### src/rtl/pulse_train_gen.sv
// Rectangular pulse-train generator.
// Emits num_pulses pulses of high_len cycles high and low_len cycles low
// on data_out. Every pulse gives exactly one rising edge, and edge_count
// tracks how many rising edges have been emitted in the current or last
// train. A train is started with start, can be cut short with abort, and
// signals normal completion with a single-cycle done pulse.
module pulse_train_gen #(
   parameter int CNT_W = 8,
   parameter int NUM_W = 8
) (
   input  logic             clock,
   input  logic             reset,
   input  logic             start,
   input  logic             abort,
   input  logic [CNT_W-1:0] high_len,
   input  logic [CNT_W-1:0] low_len,
   input  logic [NUM_W-1:0] num_pulses,
   output logic             data_out,
   output logic             busy,
   output logic             done,
   output logic [NUM_W-1:0] edge_count
);

   typedef enum logic [1:0] {
      IDLE = 2'd0,
      HIGH = 2'd1,
      LOW  = 2'd2
   } state_t;

   localparam logic [CNT_W-1:0] CNT_ONE = {{(CNT_W-1){1'b0}}, 1'b1};
   localparam logic [NUM_W-1:0] NUM_ONE = {{(NUM_W-1){1'b0}}, 1'b1};

   state_t           state_q, state_d;
   logic             data_q, data_d;
   logic             busy_q, busy_d;
   logic             done_q, done_d;
   logic [NUM_W-1:0] edge_q, edge_d;
   logic [CNT_W-1:0] cnt_q, cnt_d;
   logic [CNT_W-1:0] h_q, h_d;
   logic [CNT_W-1:0] l_q, l_d;
   logic [NUM_W-1:0] n_q, n_d;

   // A programmed width of zero behaves as one cycle.
   logic [CNT_W-1:0] h_eff;
   logic [CNT_W-1:0] l_eff;

   assign h_eff = (high_len == '0) ? CNT_ONE : high_len;
   assign l_eff = (low_len  == '0) ? CNT_ONE : low_len;

   // Next-state and registered-output decode for the IDLE/HIGH/LOW sequencer.
   always_comb begin
      state_d = state_q;
      data_d  = data_q;
      busy_d  = busy_q;
      done_d  = 1'b0;
      edge_d  = edge_q;
      cnt_d   = cnt_q;
      h_d     = h_q;
      l_d     = l_q;
      n_d     = n_q;

      unique case (state_q)
         IDLE: begin
            // abort has priority over start while idle
            if (start && !abort) begin
               if (num_pulses != '0) begin
                  h_d     = h_eff;
                  l_d     = l_eff;
                  n_d     = num_pulses;
                  data_d  = 1'b1;
                  busy_d  = 1'b1;
                  edge_d  = NUM_ONE;
                  cnt_d   = h_eff - CNT_ONE;
                  state_d = HIGH;
               end else begin
                  // empty train completes immediately without ever going busy
                  done_d = 1'b1;
                  edge_d = '0;
               end
            end
         end

         HIGH: begin
            if (abort) begin
               data_d  = 1'b0;
               busy_d  = 1'b0;
               state_d = IDLE;
            end else if (cnt_q != '0) begin
               cnt_d = cnt_q - CNT_ONE;
            end else begin
               data_d  = 1'b0;
               cnt_d   = l_q - CNT_ONE;
               state_d = LOW;
            end
         end

         LOW: begin
            if (abort) begin
               data_d  = 1'b0;
               busy_d  = 1'b0;
               state_d = IDLE;
            end else if (cnt_q != '0) begin
               cnt_d = cnt_q - CNT_ONE;
            end else if (edge_q == n_q) begin
               // final low gap has been emitted; train is complete
               busy_d  = 1'b0;
               done_d  = 1'b1;
               state_d = IDLE;
            end else begin
               data_d  = 1'b1;
               edge_d  = edge_q + NUM_ONE;
               cnt_d   = h_q - CNT_ONE;
               state_d = HIGH;
            end
         end

         default: begin
            data_d  = 1'b0;
            busy_d  = 1'b0;
            state_d = IDLE;
         end
      endcase
   end

   // State, output and counter registers with synchronous reset.
   always_ff @(posedge clock) begin
      if (reset) begin
         state_q <= IDLE;
         data_q  <= 1'b0;
         busy_q  <= 1'b0;
         done_q  <= 1'b0;
         edge_q  <= '0;
         cnt_q   <= '0;
         h_q     <= '0;
         l_q     <= '0;
         n_q     <= '0;
      end else begin
         state_q <= state_d;
         data_q  <= data_d;
         busy_q  <= busy_d;
         done_q  <= done_d;
         edge_q  <= edge_d;
         cnt_q   <= cnt_d;
         h_q     <= h_d;
         l_q     <= l_d;
         n_q     <= n_d;
      end
   end

   assign data_out   = data_q;
   assign busy       = busy_q;
   assign done       = done_q;
   assign edge_count = edge_q;

endmodule

### config.mk
export PLATFORM = sky130hd
export DESIGN_NAME = pulse_train_gen
export DESIGN_NICKNAME = d
export VERILOG_FILES = /design/src/rtl/pulse_train_gen.sv
export SDC_FILE = /design/constraint.sdc
export NUM_CORES = 1
export LEC_CHECK = 0
export ABC_AREA = 1
export CAP_MARGIN = 20
export CORE_MARGIN = 2
export CORE_UTILIZATION = 56
export CTS_CLUSTER_SIZE = 10
export DETAILED_ROUTE_END_ITERATION = 8
export PLACE_DENSITY = 0.88
export SETUP_SLACK_MARGIN = 0.2
export SLEW_MARGIN = 20
export SYNTH_ARGS = -nofsm -noshare
export SYNTH_HDL_FRONTEND = slang
export SYNTH_SLANG_ARGS = --single-unit
### constraint.sdc
create_clock -name clock -period 2 [get_ports clock]
set_input_delay 0.2 -clock clock [delete_from_list [all_inputs] [get_ports clock]]
set_output_delay 0.2 -clock clock [all_outputs]
set_load 0.005 [all_outputs]
* Word-level counts from Yosys, hierarchy flattened
Index checks and enable logic that the tools add are counted.
** Word-level totals
- Bits of input ports :: 28
- Register bits :: 45
- Output and inout bits :: 11
- Logic and storage cells :: 87
** Operators by class
- Multiplexer cells :: 43
- Reductions and logical operators :: 15
- Add/sub/neg operators :: 5
- Eq/ne operators :: 15
** Operator list (number)
- 8-bit 2-to-1 mux :: 13
- 8-bit by 1-bit subtractor with 8-bit output (second input constant) :: 4
- 8-bit one-hot mux with 3 select lines :: 1
- 1-bit 2-to-1 mux :: 18
- 8-bit zero test :: 2
- 8-bit one-hot mux with 2 select lines :: 1
- 8-bit nonzero test :: 2
- 3-bit inequality test (second input constant) :: 5
- 5-bit AND reduction :: 3
- 2-bit inequality test (second input constant) :: 7
- 2-bit 2-to-1 mux :: 6
- 8-bit by 1-bit adder with 8-bit output (second input constant) :: 1
- 8-bit equality test :: 1
- 1-bit one-hot mux with 3 select lines :: 2
- 2-bit one-hot mux with 3 select lines :: 1
- 6-bit AND reduction :: 1
- 4-bit AND reduction :: 1
- 3-bit AND reduction :: 1
- 3-bit nonzero test :: 1
- 2-bit by 1-bit equality test with 1-bit output (second input constant) :: 1
- 2-bit equality test (second input constant) :: 1
- 2-bit zero test :: 1
- 1-bit one-hot mux with 2 select lines :: 1
- 2-bit nonzero test :: 1
- 2 further kinds :: 2

* Depth between registers and ports, before layout
- Word-level depth :: 6
- Depth in mapped cells :: 14
- Mapped depth without buffers :: 14

* Worst setup path before layout
OpenSTA, ideal clock, no wires.
- Kind :: reg-to-reg
- From :: reg state_q[0]
- To :: reg cnt_q[7]
- Library setup time :: 0.115 ns
- Stages on the path, launching flop included :: 12
- Path buffers :: 1
- Data required time :: 1.885 ns
- Slack :: 0.382 ns
- Period minus slack after synthesis :: 1.618 ns
- Data arrival time :: 1.504 ns
- Cell sequence :: dfxtp_1 > inv_1 > ha_1 > buf_4 > nand2_2 > nand2_1 > nor2_2 > nand2_4 > inv_6 > nand2_1 > nor2_1 > nor2_1
** Between the ends
- Word-level cells in the longest chain between the ends :: 3
- Elaborated cells on any way between the ends :: 11
- Classes of those cells :: eq/ne: 7; mux: 1; reduce/logical: 3
** Ends and longest elaborated chain
- from (decl) :: RTL line 33 : state_t state_q, state_d;
- from (signal assigned) :: RTL line 138 : state_q <= state_d;
- 2-bit equality test (tied with other cells) :: RTL line 62 : unique case (state_q)
- 3-bit inequality test (no source line) (tied with other cells)
- 6-bit AND reduction (no source line)
- to (signal assigned) :: RTL line 143 : cnt_q <= cnt_d;
- to (decl) :: RTL line 38 : logic [CNT_W-1:0] cnt_q, cnt_d;
Several ways; a longest one is shown, not always the timed one.
A chain may end at the register's enable or synchronous reset.

* Final worst setup path
- From :: reg cnt_q[0]
- To :: reg state_q[1]
** Between the ends
- Word-level cells in the longest chain between the ends :: 3
- Elaborated cells on any way between the ends :: 4
- Classes of those cells :: eq/ne: 2; reduce/logical: 2
** Ends and longest elaborated chain (RTL line)
- 8-bit nonzero test * :: 88, 102
- 3-bit inequality test (no source line)
- 4-bit AND reduction (no source line) *
Mark *: on every way between the ends. The rest lies on a longest branch, timed or not.

==> implementation parameters <==
Parameter                              Value

Run status
  Status ... finished, final reports clean

Logic synthesis
  Number of synthesized flops with an enable pin ... 0
  Async set-or-reset flop fraction in the synthesized netlist ... 0%
  Top_reg_cell synth ... sky130_fd_sc_hd__dfxtp_1
  Part of the Yosys area used for sequential elements ... 28.46%
  Netlist cell types ... 37
  Synthesized instance count ... 510
  Cell area after technology mapping ... 3166 sq um
  #FFs+latches synth ... 45
  Synthesized netlist net count ... 548
  Yosys warning count ... 0
  Average cell area after synthesis ... 6.207 sq um

Power and ir drop
  Clk network pwr share ... 11.0%
  Cell-internal power ... 2637 uW
  Leakage Power ... 0.001704 uW
  Fraction of power spent switching nets ... 48.67%
  Sequential cell fraction of total power ... 24.9%
  P_sw ... 2500 uW
  Part of the total power dissipated in combinational logic ... 64.1%
  Peak supply drop ... 0.8365 mV
  Power per cell area ... 1295 nW/um^2

Timing
  Clock period minus final worst setup slack ... 1740 ps
  Part of the cycle the worst path needs ... 86.98%
  Worst Clk Skew ... 8.366 ps
  FMAX ... 574.9 MHz
  Count of final max-slew check failures ... 0
  Hold Violations, Final ... 0
  Worst-margin pin slew ... 490.7 ps
  Worst slew slack as a fraction of its limit ... 67.28%
  Number of failing setup endpoints in the final timing report ... 0
  Unrepaired setup endpoints after global routing ... no

Cells and area
  Layout area overhead ... 25.34%
  Final design area excluding fillers ... 3968 sq um
  Final core area utilization ... 72.50%
  Antenna cells ... 0
  Post-layout net count ... 609
  Share of layout cells above drive strength 1 ... 16.08%

Global route
  GRT Resource Usage Total ... 28.23%
  Total overflow reported by the global router ... 0
  Via count of the first global-routing pass ... 3337
  Maximum number of pins on one net before global-route repair ... 33
  Initial antenna violation count ... 0
  Wire length of the first global-routing pass ... 14310 um

Placement
  Half-perimeter wire length after placement ... 6438 um
  RD Place Congestion ... 0.9169
  Input/output buffers ... 38
  Post-place instance area ... 3725 sq um

Min path
  Type of the worst min-delay path ... reg2reg

Clock network
  Clock buffers created by TritonCTS ... 5
  CTS tree ... yes
  CTS H-Tree Depth ... 2
  Maximum count of clock buffers along a single path ... 2
  Worst-skew pair later-pin latency ... 300 ps
  Cell at the root of the clock tree ... sky130_fd_sc_hd__clkbuf_8
  Clock-pin slew on the worst setup and hold paths ... 90 ps
  Hold-fix buffers, CTS ... 0
  Number of clock sinks seen by CTS ... 45

Floorplan
  Horizontal die dimension ... 79.19 um
  Y dimension of the die ... 79.19 um
  Placement row count ... 27
  Total I/O pin count ... 39
  Overall die area ... 6270 sq um
  Initial Utilization ... 57.84%
  Core ar. ... 5473 sq um

Routing
  Detailed Routing Iterations Pass 1 ... 5
  Mean number of vias per cell ... 5.505
  Total DRC errors in the routed layout ... 0
  Avg WL per Cell ... 13.62 um
  Overall routed net length ... 8769 um
  Total number of vias ... 3545
  1st-iter DRT viols ... 198
  Number of nets still failing antenna checks after routing ... 0

Critical path
  CP arrival ... 1930 ps
  Critical path fanouts, max ... 6
  Launching element type of the critical path ... register
  Crit Path Class ... reg2reg
  Required time reported for the critical path endpoint ... 2200 ps
  Capturing element type of the critical path ... register

Job
  Number of max-cap violations ... 0
==> path summary, 6_finish.rpt <==
path | depth (start not counted) | slack [ps] | end | start
setup reg to reg | 10 | 260 | state_q[1]$_SDFFE_PP0P_ | cnt_q[0]$_SDFFE_PP0P_
hold reg to reg | 2 | 450 | busy$_SDFFE_PP0P_ | busy$_SDFFE_PP0P_
hold / removal | 2 | 450 | busy$_SDFFE_PP0P_ | busy$_SDFFE_PP0P_
setup / recovery | 10 | 260 | state_q[1]$_SDFFE_PP0P_ | cnt_q[0]$_SDFFE_PP0P_
==> synth_stat cells (4+ instances only) <==
library cell               count  area share, %
sky130_fd_sc_hd__ha_1         10            4.0
sky130_fd_sc_hd__a21oi_1      49            7.7
sky130_fd_sc_hd__nand3_1      32            5.1
sky130_fd_sc_hd__dfxtp_1      45             28
sky130_fd_sc_hd__nor3_1        6           0.95
sky130_fd_sc_hd__nand3b_1      4           0.95
sky130_fd_sc_hd__o21ai_1       9            1.4
sky130_fd_sc_hd__inv_2         9            1.1
sky130_fd_sc_hd__nor2_1       60            7.1
sky130_fd_sc_hd__clkbuf_1      5           0.59
sky130_fd_sc_hd__nand2_2      10            2.0
sky130_fd_sc_hd__inv_1        62            7.4
sky130_fd_sc_hd__o21ai_0      39            6.2
sky130_fd_sc_hd__nand4_1      13            2.6
sky130_fd_sc_hd__xnor2_1       5            1.4
sky130_fd_sc_hd__nor2_2        8            1.6
sky130_fd_sc_hd__nand2_1     116             14
==> kinds of logic (layout without fill, tap and decap cells) <==
group	after synthesis	count (layout)	synth area share, %
AO/OA/AOI/OAI	103	103	16.96
XOR/XNOR	7	7	1.937
adder cells (fa/ha/maj)	10	10	3.953
buffers and inverters	86	148	11.22
flip-flops	45	45	28.46
AND/OR/NAND/NOR	259	259	37.47
==> power by group through the flow <==
stage	Clock, uW	Sequential [uW]	Combinational (uW)
6_report	567	1280	3290
5_1_grt	587	1300	3660
4_1_cts	566	1260	2900
3_5_place_dp	0	1270	2830
3_3_place_gp	0	1260	2740
2_1_floorplan	0	1230	2130
==> per-stage QoR <==
step | cells | setup TNS [ps] | hold slack, ps | worst slack (ps) | total power, uW
floorplan | 510 | 0 | 269.1 | 381.6 | 3363
global placement | 629 | 0 | 437.0 | 58.89 | 4006
detailed placement | 629 | -140.8 | 440.6 | -84.03 | 4099
CTS | 637 | 0 | 453.4 | 203.6 | 4725
global route | 644 | 0 | 483.8 | 131.7 | 5546
finish | 644 | 0 | 453.6 | 260.4 | 5137
==> state kept, by name, summed over array words and instances (netlist names) <==
name,flops
n_q,8
l_q,8
data_out,1
edge_count,8
cnt_q,8
state_q,2
done,1
h_q,8
busy,1
==> repair_timing <==
action / 4_1_cts / 5_1_grt
setup endpoints to repair: 5 / 21
pin swaps: 1 / 10
setup buffers: 0 / 6
gates cloned: 0 / 1
gates resized for setup: 7 / 25
==> metal layers <==
metal	GRT usage (%)	part of all wire (%)
met1	30.87	40
met2	55.00	53
met3	3.409	4.4
met4	10.34	2.6
met5	0	0
==> worst max-delay path, stage by stage, from the launching register on <==
cell and delay (ps):
sky130_fd_sc_hd__dfxtp_1 350, sky130_fd_sc_hd__inv_2 110, sky130_fd_sc_hd__ha_4 150, sky130_fd_sc_hd__nand3_2 120
sky130_fd_sc_hd__nor2_4 160, sky130_fd_sc_hd__buf_4 120, sky130_fd_sc_hd__o21ai_1 90, sky130_fd_sc_hd__a21oi_2 280
sky130_fd_sc_hd__o21ai_1 120, sky130_fd_sc_hd__o21ai_1 90, sky130_fd_sc_hd__nor2_1 50
==> cells in the final DEF, fill, tap and decap left out, types with 2 or more instances in the layout <==
cell type,count
sky130_fd_sc_hd__o21ai_0,33
sky130_fd_sc_hd__ha_4,5
sky130_fd_sc_hd__inv_1,57
sky130_fd_sc_hd__dfxtp_2,2
sky130_fd_sc_hd__xor2_1,2
sky130_fd_sc_hd__inv_2,14
sky130_fd_sc_hd__dfxtp_1,43
sky130_fd_sc_hd__nand2_1,115
sky130_fd_sc_hd__a21oi_2,2
sky130_fd_sc_hd__nand3_1,31
sky130_fd_sc_hd__nand3_2,3
sky130_fd_sc_hd__nand2_2,10
sky130_fd_sc_hd__nand3b_1,4
sky130_fd_sc_hd__nor2_1,58
sky130_fd_sc_hd__clkbuf_8,5
sky130_fd_sc_hd__nor2_4,3
sky130_fd_sc_hd__ha_1,5
sky130_fd_sc_hd__buf_4,26
sky130_fd_sc_hd__a21oi_1,49
sky130_fd_sc_hd__xnor2_1,5
sky130_fd_sc_hd__nor3_1,6
sky130_fd_sc_hd__o21ai_1,14
sky130_fd_sc_hd__nand2_4,2
sky130_fd_sc_hd__nor2_2,9
sky130_fd_sc_hd__nand4_1,13
sky130_fd_sc_hd__clkinv_2,2
sky130_fd_sc_hd__clkdlybuf4s50_1,38
==> final cells by class <==
type | count | area [sq um]
Tap cell | 72 | 90.09
Sequential cell | 45 | 903.4
Multi-Input combinational cell | 379 | 1998
Inverter | 73 | 281.5
Clock inverter | 2 | 10.01
Fill cell | 452 | 1505
Timing Repair Buffer | 67 | 611.8
Clock buffer | 6 | 72.57
Power figures use the tool's default switching activity.
